$ cat src/rtl/game_pkg.sv
// Shared types and constants for the game controller: FSM states, move
// directions, datapath select codes and plot colours.
package game_pkg;

    typedef enum logic [2:0] {
        S_IDLE  = 3'd0,
        S_INIT  = 3'd1,
        S_DRAW  = 3'd2,
        S_TCLR  = 3'd3,
        S_WAIT  = 3'd4,
        S_POLL  = 3'd5,
        S_ERASE = 3'd6,
        S_MOVE  = 3'd7
    } state_e;

    // Encoding matches the key bit index of each button.
    typedef enum logic [1:0] {
        DIR_UP    = 2'd0,
        DIR_DOWN  = 2'd1,
        DIR_LEFT  = 2'd2,
        DIR_RIGHT = 2'd3
    } dir_e;

    localparam int KEY_W = 4;
    localparam int POS_W = 8;

    localparam logic [1:0] SEL_INIT = 2'd0;
    localparam logic [1:0] SEL_INC  = 2'd1;
    localparam logic [1:0] SEL_DEC  = 2'd2;

    localparam logic COLOR_ERASE = 1'b0;
    localparam logic COLOR_DRAW  = 1'b1;

    function automatic logic dir_is_x(dir_e d);
        return (d == DIR_LEFT) || (d == DIR_RIGHT);
    endfunction

    // Right and down grow the coordinate; left and up shrink it.
    function automatic logic [1:0] dir_sel(dir_e d);
        return ((d == DIR_RIGHT) || (d == DIR_DOWN)) ? SEL_INC : SEL_DEC;
    endfunction

endpackage

$ cat src/rtl/key_arbiter.sv
// Combinational key priority (right > left > down > up) with range eligibility.
// GAME_CONTROL_KEY_REPEAT_EN: when undefined, only keys released at the previous poll count.
module key_arbiter
    import game_pkg::*;
#(
    parameter int X_MAX = 159,
    parameter int Y_MAX = 119
) (
    input  logic [KEY_W-1:0] key,
    input  logic [POS_W-1:0] xpos,
    input  logic [POS_W-1:0] ypos,
    input  logic [KEY_W-1:0] key_hist,
    output logic             valid,
    output dir_e             dir
);

    localparam logic [POS_W-1:0] X_LIM = POS_W'(X_MAX);
    localparam logic [POS_W-1:0] Y_LIM = POS_W'(Y_MAX);

    logic [KEY_W-1:0] cand;
    logic [KEY_W-1:0] elig;

`ifdef GAME_CONTROL_KEY_REPEAT_EN
    logic unused_hist;
    assign unused_hist = ^key_hist;
    assign cand        = key;
`else
    assign cand = key & ~key_hist;
`endif

    // A key that would push the position out of range drops out, letting a lower one win.
    assign elig[DIR_UP]    = cand[DIR_UP]    && (ypos != '0);
    assign elig[DIR_DOWN]  = cand[DIR_DOWN]  && (ypos <  Y_LIM);
    assign elig[DIR_LEFT]  = cand[DIR_LEFT]  && (xpos != '0);
    assign elig[DIR_RIGHT] = cand[DIR_RIGHT] && (xpos <  X_LIM);

    always_comb begin
        valid = 1'b0;
        dir   = DIR_UP;
        if (elig[DIR_RIGHT]) begin
            valid = 1'b1;
            dir   = DIR_RIGHT;
        end else if (elig[DIR_LEFT]) begin
            valid = 1'b1;
            dir   = DIR_LEFT;
        end else if (elig[DIR_DOWN]) begin
            valid = 1'b1;
            dir   = DIR_DOWN;
        end else if (elig[DIR_UP]) begin
            valid = 1'b1;
            dir   = DIR_UP;
        end
    end

endmodule

$ cat src/rtl/game_control.sv
// Moore FSM sequencing draw / frame delay / key poll / erase / move for a one-pixel sprite.
// GAME_CONTROL_KEY_REPEAT_EN selects held-key repeat inside key_arbiter.
module game_control
    import game_pkg::*;
#(
    parameter int X_MAX = 159,
    parameter int Y_MAX = 119
) (
    input  logic             clk,
    input  logic             resetn,
    input  logic             start,
    input  logic [KEY_W-1:0] key,
    input  logic             timer_done,
    input  logic [POS_W-1:0] xpos,
    input  logic [POS_W-1:0] ypos,
    output logic             plot,
    output logic             s_color,
    output logic             en_timer,
    output logic             s_timer,
    output logic             en_xpos,
    output logic             en_ypos,
    output logic [1:0]       s_xpos,
    output logic [1:0]       s_ypos,
    output logic             busy,
    output state_e           dbg_state
);

    state_e           state_q, state_d;
    dir_e             dir_q, dir_d;
    logic [KEY_W-1:0] hist_q, hist_d;

    logic             arb_valid;
    dir_e             arb_dir;

    key_arbiter #(
        .X_MAX (X_MAX),
        .Y_MAX (Y_MAX)
    ) u_key_arbiter (
        .key      (key),
        .xpos     (xpos),
        .ypos     (ypos),
        .key_hist (hist_q),
        .valid    (arb_valid),
        .dir      (arb_dir)
    );

    always_ff @(posedge clk or negedge resetn) begin
        if (!resetn) begin
            state_q <= S_IDLE;
            dir_q   <= DIR_UP;
            hist_q  <= '0;
        end else begin
            state_q <= state_d;
            dir_q   <= dir_d;
            hist_q  <= hist_d;
        end
    end

    always_comb begin
        state_d = state_q;
        dir_d   = dir_q;
        hist_d  = hist_q;
        case (state_q)
            S_IDLE:  if (start) state_d = S_INIT;
            S_INIT:  state_d = S_DRAW;
            S_DRAW:  state_d = S_TCLR;
            S_TCLR:  state_d = S_WAIT;
            S_WAIT:  if (timer_done) state_d = S_POLL;
            S_POLL: begin
                hist_d = key;
                if (arb_valid) begin
                    dir_d   = arb_dir;
                    state_d = S_ERASE;
                end else begin
                    state_d = S_TCLR;
                end
            end
            S_ERASE: state_d = S_MOVE;
            S_MOVE:  state_d = S_DRAW;
            default: state_d = S_IDLE;
        endcase
    end

    // Outputs depend only on state_q and dir_q, so an async reset clears them at once.
    always_comb begin
        plot     = 1'b0;
        s_color  = COLOR_ERASE;
        en_timer = 1'b0;
        s_timer  = 1'b0;
        en_xpos  = 1'b0;
        en_ypos  = 1'b0;
        s_xpos   = SEL_INIT;
        s_ypos   = SEL_INIT;
        busy     = (state_q != S_IDLE);
        case (state_q)
            S_INIT: begin
                en_xpos = 1'b1;
                en_ypos = 1'b1;
            end
            S_DRAW: begin
                plot    = 1'b1;
                s_color = COLOR_DRAW;
            end
            S_TCLR:  en_timer = 1'b1;
            S_WAIT: begin
                en_timer = 1'b1;
                s_timer  = 1'b1;
            end
            S_ERASE: plot = 1'b1;
            S_MOVE: begin
                if (dir_is_x(dir_q)) begin
                    en_xpos = 1'b1;
                    s_xpos  = dir_sel(dir_q);
                end else begin
                    en_ypos = 1'b1;
                    s_ypos  = dir_sel(dir_q);
                end
            end
            default: ;
        endcase
    end

    assign dbg_state = state_q;

endmodule

$ cat config.mk
export PLATFORM = sky130hd
export DESIGN_NAME = game_control
export DESIGN_NICKNAME = d
export VERILOG_FILES = /design/src/rtl/game_pkg.sv /design/src/rtl/key_arbiter.sv /design/src/rtl/game_control.sv
export SDC_FILE = /design/constraint.sdc
export NUM_CORES = 1
export LEC_CHECK = 0
export ABC_CLOCK_PERIOD_IN_PS = 1200
export CORE_MARGIN = 2
export CORE_UTILIZATION = 32
export DETAILED_ROUTE_END_ITERATION = 8
export PLACE_DENSITY = 0.83
export SYNTH_ARGS = -nofsm -noshare
export SYNTH_HDL_FRONTEND = slang
export SYNTH_SLANG_ARGS = --single-unit
$ cat constraint.sdc
create_clock -name clk -period 1.2 [get_ports clk]
set_input_delay 0.24 -clock clk [delete_from_list [all_inputs] [get_ports clk]]
set_output_delay 0.24 -clock clk [all_outputs]
set_load 0.005 [all_outputs]
Word level (Yosys, flattened, before mapping)
Cells that the tools add are included.
{"block": "classes", "add_sub_neg": 0, "multipliers": 0, "div": 0, "magnitude_cmp": 2, "n_eq_ne": 12, "n_shift": 0, "n_mux": 24, "bitwise_logic": 2, "reduce_logical": 15}
{"op": "$pmux 3 s7", "n": 1}
{"op": "$reduce_bool 8->1", "n": 2}
{"op": "$mux 2", "n": 7}
{"op": "$eq 3x3->1 const B", "n": 4}
{"op": "$mux 1", "n": 11}
{"op": "$mux 3", "n": 3}
{"op": "$lt 8x7->1 const B", "n": 1}
{"op": "$lt 8x8->1 const B", "n": 1}
{"op": "$eq 3x2->1 const B", "n": 2}
{"op": "$reduce_or 2->1", "n": 3}
{"op": "$and 4x4->4", "n": 1}
{"op": "$eq 2x2->1 const B", "n": 2}
{"op": "$logic_and 1x1->1", "n": 4}
{"op": "$ne 2x2->1 const B", "n": 2}
{"op": "$not 4->4", "n": 1}
{"op": "$pmux 1 s2", "n": 2}
{"op": "$reduce_and 2->1", "n": 2}
{"op": "$eq 3x1->1 const B", "n": 1}
{"op": "$logic_not 3->1", "n": 1}
{"op": "$reduce_bool 3->1", "n": 1}
{"op": "$eq 2x1->1 const B", "n": 1}
{"op": "$logic_or 1x1->1", "n": 2}
{"block": "word_totals", "register_bits": 9, "latch_bits": 0, "ramBits": 0, "mem_bits_ro": 0, "out_inout_bits": 14, "wordCells": 58, "mem_count": 0}

Depth between registers and ports, before layout
Gate-level depths: netlist of the first run.
{"block": "depth", "word_depth": 9, "ltp_mapped": 5, "ltp_nobuf": 4}

Cells and area by module
From an unflattened synthesis of the first run, not the netlist that was laid out.
{"block": "hier_totals", "hier_cells": 69, "area_unflattened_um2": 639.4}
{"module": "game_control", "n_inst": 1, "cells_per_inst": 48, "area_each_um2": 494.2, "seq_area_each_um2": 225.2}
{"module": "key_arbiter", "n_inst": 1, "cells_per_inst": 21, "area_each_um2": 145.1, "seq_area_each_um2": 0.0}

Worst setup path before layout of the first run
OpenSTA, ideal clock, no wires.
{"block": "synth_timing", "kind": "register to register", "startpoint": "register state_q[1] (netlist: dbg_state[1])", "endpoint": "register dir_q[1]", "setup_time_ns": 0.118, "arrival_ns": 1.215, "path_slack_ns": -0.133, "path_stages_with_launch": 6, "path_buffers": 1, "period_less_slack_ns": 1.333, "path_cell_list": "dfrtp_1 -> buf_2 -> nor2b_1 -> nand2_1 -> a21o_1 -> a21o_1"}
{"block": "synth_between", "elab_chain_cells": 2}
{"element": "from (decl)", "line_no": "game_control.sv:28", "rtl": "state_e state_q, state_d;"}
{"element": "from (signal assigned)", "line_no": "game_control.sv:53", "rtl": "state_q <= state_d;"}
{"element": "$eq 3x3->1", "line_no": "game_control.sv:63", "rtl": "case (state_q)"}
{"element": "$reduce_and 2->1 (no line)"}
{"element": "to (signal assigned)", "line_no": "game_control.sv:54", "rtl": "dir_q <= dir_d;"}
{"element": "to (decl)", "line_no": "game_control.sv:29", "rtl": "dir_e dir_q, dir_d;"}
No other way between the ends.
A chain may end at the register's enable or synchronous reset.

Worst setup path after layout of the first run
{"block": "layout_timing", "startpoint": "register state_q[1] (netlist: dbg_state[1])", "endpoint": "output port en_xpos"}
{"block": "layout_between", "elab_chain_cells": 2, "elab_cells_between_ends": 3, "cone_classes": "2 x eq/ne; 1 x mux"}
{"element": "$eq 3x3->1 / $eq 3x1->1 (equally long branches)", "line_no": "game_control.sv:95", "rtl": "case (state_q)"}
{"element": "$pmux 1 s2 (*)", "line_no": "game_control.sv:95"}
{"element": "to (decl)", "line_no": "game_control.sv:20", "rtl": "output logic en_xpos,"}
Mark *: on every way between the ends. The rest lies on a longest branch, timed or not.

==> impl_metrics.yaml, run 1 <==
detailed_routing:
  drt_first_pass_iters: 4
  drc: 0
  ant_nets: 0
  routedWlPerCell_microns: 17.6
  drtIter0Drc: 20
  drt-vias-per-instance: 5.27
  num_vias: 959
  totalWireLength_mm: 3.20
global_routing:
  grtUsageMet1: 0.250
  grt_use_total: 0.244
  grt.busiest_layer: "met2"
  grt_use_met3: 0.0278
  gr-total-overflow: 0
  grt_pass1_wl_mm: 4.41
  antenna_found_initial: 0
  grt_pass1_vias: 977
  grt_max_degree: 10
  grt_use_met2: 0.472
pwr:
  p_leak_nw: 0.708
  power-per-cell-area_nw_per_um2: 2340
  peakVddDrop_v: 0.00119
  p_switching_mw: 1.47
  seqPwrFrac: 0.183
  switching_share: 0.407
  clkPwrFrac: 0.069
  power.internal_mw: 2.14
  p_total_mw: 3.61
  p_comb_frac: 0.747
setup_path:
  r2r_cells: 6
  reg2reg_slack_ns: -0.32
  timing.rr.start: "dbg_state[2]"
  crit_path_start_kind: "flop"
  worstSetupPathType: "reg -> out"
  cp_data_required_time_ns: 0.96
  r2r_end: "dbg_state[2]"
  worstPathArrival_ns: 1.37
  cp-end-kind: "primary output"
  crit_fanout: 6
clocking:
  root_buffer: "clkbuf_4"
  numCtsBuffers: 3
  worstSkewPairLatency_ns: 0.27
  max-clock-path-buffers: 2
  cts_tree: "built"
  cts.sinks: 9
  htreeDepth: 1
  clkSlewWorstSetupHoldPaths_ns: 0.07
final_layout:
  fin_util: 0.814
  drive_above_1_share: 0.584
  fillers: 101
  fin_area_sq_um: 1550
  final_cell_mix: "buf_4, buf_6, dlygate4sd2_1"
  finalNonFillerCells: 182
  final_common_cell: "buf_4"
  area_delta_synth_final_pct: 145
  final_net_count: 179
yosys:
  synth_top_cell_by_area: "dfrtp_1"
  syn_avg_cell_area_sq_um: 8.30
  ys_seq_area_frac: 0.357
  ys_types: 30
  synth_top_area_share: 0.357
  ys_warn_count: 0
  netlist_area_sq_um: 631
  ys_seq_elements: 9
  synth.area.top_cells: "dfrtp_1, nor2_1, nor2b_1, nor4_1, mux2_2"
  syn-num-nets: 100
  synthCells: 76
sta:
  setup_viol: 22
  layout_min_cycle_time_ns: 1.61
  finalHoldViolCount: 0
  slew_viol_final: 0
  fin_crit_sh: 1.35
  relSlewSlack: 0.683
  hold_ws_ns: 0.289
  timing.fmax_ghz: 0.619
  skew_ns: 0.00384
  rsz0062_at_grt: "true"
  worst_slack_ns: -0.414
  worst_slew_pin_slew_ns: 0.474
run:
  maxCapViolations: 0
floorplan:
  start_util: 0.332
  dieHeight_microns: 48.4
  fp.dieW_microns: 48.4
  design.portCount: 38
  die-area_sq_um: 2340
  rows: 16
  core_sq_um: 1900
placement:
  placed_cells: 152
  port_buffers: 37
  dp_hpwl_mm: 1.66
  gp_congestion: 0.771
  placed_cell_area_sq_um: 1160
worst_hold_path:
  worstHoldPathType: "in -> async"
status:
  failed_checks: "setup timing"
  status: "complete, but fails checks"
power groups by stage:
stage | Clock (mW) | Sequential [mW] | Combinational [mW]
after global placement | 0 | 0.606 | 1.42
after floorplan | 0 | 0.560 | 0.656
after CTS | 0.259 | 0.625 | 2.08
after global routing | 0.275 | 0.687 | 2.83
final | 0.251 | 0.662 | 2.70
after detailed placement | 0 | 0.616 | 1.49
synth_stat cells (all sizes together):
cell	number
a21oi	1
nand2	5
a211oi	2
nor3b	1
nand4	1
dfrtp	9
inv	4
buf	1
nand3	4
o211ai	1
and3	3
nor4b	1
mux2	2
nor2	11
o22ai	3
a21o	2
or3	1
clkbuf	2
a211o	2
a22oi	1
o21ai	4
nor2b	5
o21a	1
nor4	6
a31oi	1
a221o	1
nand2b	1
logic make-up after synthesis:
kind of cell	after synthesis	share of synthesized area
buffers and inverters	7	0.0436
DFF	9	0.357
muxes	2	0.0357
and+or+nand+nor	39	0.355
AOI/OAI and AO/OA	19	0.208
final cells by class:
cell class	instances	area, sq um	area share
Timing Repair Buffer	76	668	0.432
Clock buffer	4	26.3	0.0170
Antenna cell	1	2.50	0.00162
Sequential cell	9	228	0.147
Multi-Input combinational cell	61	572	0.369
Inverter	4	17.5	0.0113
Tap cell	27	33.8	0.0218
sequential cells by signal, summed over array words and instances (netlist names):
register,count
hist_q,4
dbg_state,3
dir_q,2
metal layers:
metal  vias up  wire (microns)
li1        439               -
met3        14             153
met1       455            1120
met2        51            1760
met4         0             160
met5         -               0
metrics by stage:
step,setup slack [ns],setup TNS [ns]
floorplan,-0.0351,-0.0351
global placement,-0.538,-6.07
detailed placement,-0.610,-6.69
CTS,-0.388,-5.52
global route,-0.469,-7.03
finish,-0.414,-5.90
worst max path at each step:
stage | endpoint | slack (ns) | startpoint
floorplan | dir_q[1] | -0.04 | dbg_state[1]
global placement | dbg_state[2] | -0.54 | xpos[7]
detailed placement | dbg_state[2] | -0.61 | xpos[7]
CTS | busy | -0.39 | dbg_state[1]
global route | en_xpos | -0.47 | dbg_state[1]
finish | en_xpos | -0.41 | dbg_state[1]
critical path, stage by stage, from the launching register on:
cell	delay (ns)
dfrtp_2	0.45
buf_6	0.14
buf_6	0.11
nor2_4	0.10
nor2_2	0.06
nor2_1	0.12
buf_2	0.13
what timing repair did:
action | 4_1_cts | 5_1_grt
cloned | 1 | 0
hold buffers | 0 | 0
pin swaps | 23 | 6
endpoints found under the setup margin | 22 | 23
gates resized for setup | 100 | 32
endpoints found under the hold margin | 0 | 0
setup buffers | 17 | 8
No activity file was read; power rests on OpenSTA's default activity.
==> run 2, diff against run 1 <==
--- a/config.mk
+++ b/config.mk
@@ -6,10 +6,11 @@
 export NUM_CORES = 1
 export LEC_CHECK = 0
 export ABC_CLOCK_PERIOD_IN_PS = 1200
-export CORE_MARGIN = 2
-export CORE_UTILIZATION = 32
+export CORE_AREA = 2 2 39 41
 export DETAILED_ROUTE_END_ITERATION = 8
-export PLACE_DENSITY = 0.83
+export DIE_AREA = 0 0 41 43
+export DONT_BUFFER_PORTS = 1
+export PLACE_DENSITY = 0.75
 export SYNTH_ARGS = -nofsm -noshare
 export SYNTH_HDL_FRONTEND = slang
 export SYNTH_SLANG_ARGS = --single-unit
==> constraint.sdc (replaced) <==
create_clock -name clk -period 1.2 [get_ports clk]
set_input_delay 0.12 -clock clk [delete_from_list [all_inputs] [get_ports clk]]
set_output_delay 0.12 -clock clk [all_outputs]
set_load 0.005 [all_outputs]
==> run 2 against run 1 <==
Net effect:
- the run still ends with setup timing left
- via count fell by 33%
- worst hold slack got worse by 0.28 ns
- sequential share of layout area rose by 12 points
- flip-flop and latch count did not move
- critical path depth fell by 4
- global-route usage fell by 5.5 points
- first-iteration DRC count fell by 70%
- critical endpoint is now busy
- clock skew fell by 0.00086 ns
- total power fell by 42%
- combinational power fell by 55%
- cell count fell by 43%
- register-to-register slack improved by 0.24 ns
==> impl_metrics.yaml, run 2 (synthesis results as in run 1) <==
status:
  status: "complete, but fails checks"
  failed_checks: "setup timing"
final_layout:
  largest_reg_flops: 4
  area_delta_synth_final_pct: 35.7
  multiInputGateArea_sq_um: 470
  drive_above_1_share: 0.386
  finalNonFillerCells: 104
  seq_area_sq_um: 226
  final_cell_mix: "nor2_1, dfrtp_1, o21ai_0, nand3_1, buf_6"
  antennaDiodeCount: 0
  final_common_cell: "nor2_1"
  top_register: "hist_q"
  final_net_count: 113
  fillers: 123
  fin_util: 0.618
clocking:
  worstSkewPairLatency_ns: 0.26
  htreeDepth: 1
  root_buffer: "clkbuf_4"
  cts.sinks: 9
  clkSlewWorstSetupHoldPaths_ns: 0.06
  max-clock-path-buffers: 2
  numCtsBuffers: 3
  cts_tree: "built"
sta:
  fin_crit_sh: 1.13
  setup_viol: 15
  finalHoldViolCount: 0
  relSlewSlack: 0.715
  fin_tns_setup_ns: -0.917
  skew_ns: 0.00299
  timing.fmax_ghz: 0.736
  slew_viol_final: 0
  worst_slack_ns: -0.159
  worst_slew_pin_slew_ns: 0.425
  rsz0062_at_grt: "true"
  layout_min_cycle_time_ns: 1.36
pwr:
  power-per-cell-area_nw_per_um2: 2440
  peakVddDrop_v: 0.000969
  p_leak_nw: 0.345
floorplan:
  fp.dieW_microns: 41
  rows: 14
  core_sq_um: 1380
  start_util: 0.456
  die-area_sq_um: 1760
  dieHeight_microns: 43
  design.portCount: 38
placement:
  placed_cells: 94
  gp_congestion: 0.734
  dp_hpwl_mm: 1.05
  pre_cts_ws_ns: -0.134
  port_buffers: 0
global_routing:
  grt_use_total: 0.189
  antenna_found_initial: 0
  grt_pass1_wl_mm: 2.24
  grt_pass1_vias: 594
  gr-total-overflow: 0
  grt_max_degree: 11
detailed_routing:
  totalWireLength_mm: 1.53
  drc: 0
  ant_nets: 0
  drt_first_pass_iters: 4
  num_vias: 639
  drt-vias-per-instance: 6.14
  drtIter0Drc: 6
  routedWlPerCell_microns: 14.7
setup_path:
  crit_fanout: 6
  crit_path_cell_trace: "buf_6, or3_4"
  worstSetupPathType: "reg -> out"
  critPathMaxStageDelay_ns: 0.47
  crit_slowest_cell: "dfrtp_2"
  cp_data_required_time_ns: 1.08
  worstPathArrival_ns: 1.24
  cp-end-kind: "primary output"
  crit_path_start_kind: "flop"
run:
  maxCapViolations: 0
worst_hold_path:
  worstHoldPathType: "in -> reg"
## run 2: changes by cell type in the layout (fill, tap and decap cells not counted), sizes merged
cell           before  now
clkbuf              6    4
clkdlybuf4s50       6    0
diode               1    0
dlygate4sd2        18    0
dlygate4sd3         0    2
buf                50    9
nand2               6    5
## run 2: cell type report
type                       count  share of cell area
timing repair buffer          11               0.114
inverter                       4              0.0175
multi-input combinational     60               0.550
clock buffer                   4              0.0307
tap                           16              0.0234
sequential                     9               0.265
## run 2: final timing paths
check                              from      endpoint  slack (ns)  cells after the start
max reg2reg                dbg_state[1]      dir_q[1]       -0.08                      5
max in group asynchronous        resetn  dbg_state[0]        0.65                      1
min                              key[3]     hist_q[3]       0.009                      1
min in group asynchronous        resetn      dir_q[0]        0.23                      1
min reg2reg                   hist_q[0]     hist_q[0]        0.49                      2
max                        dbg_state[0]          busy       -0.16                      2
## run 2: timing repair
item,CTS,global route
setup endpoints to repair,14,16
gates cloned,1,1
gates resized for setup,17,6
endpoints found under the hold margin,9,1
pin swaps,5,2
hold buffers,1,1
buffers inserted,2,0
## run 2: critical path, delay by kind of cell (launching register included)
kind | cells | cell delay (ns)
buffers and inverters | 1 | 0.15
and+or+nand+nor | 1 | 0.36
DFF | 1 | 0.47
## run 2: routing by layer
layer  routed length, microns  vias up  global-route usage
li1                         -      308                   -
met2                      797       27               0.306
met5                        0        -                   0
met1                      590      298               0.201
met3                       94        6              0.0524
met4                       46        0               0.120
## run 2: power by group
| group | leakage (nW) | switching (mW) | internal (mW) | total (mW) |
|---|---|---|---|---|
| clock network | 0.0150 | 0.104 | 0.128 | 0.232 |
| logic | 0.226 | 0.612 | 0.610 | 1.22 |
| registers | 0.104 | 0.171 | 0.463 | 0.635 |
## run 2: per-stage QoR
step           cell area (sq um)  hold slack (ns)  power [mW]
2_1_floorplan                644           -0.176        1.23
3_3_place_gp                 686           -0.175        1.42
3_5_place_dp                 686           -0.175        1.46
4_1_cts                      817           0.0122        1.96
5_1_grt                      856          0.00883        2.28
6_report                     856          0.00902        2.09
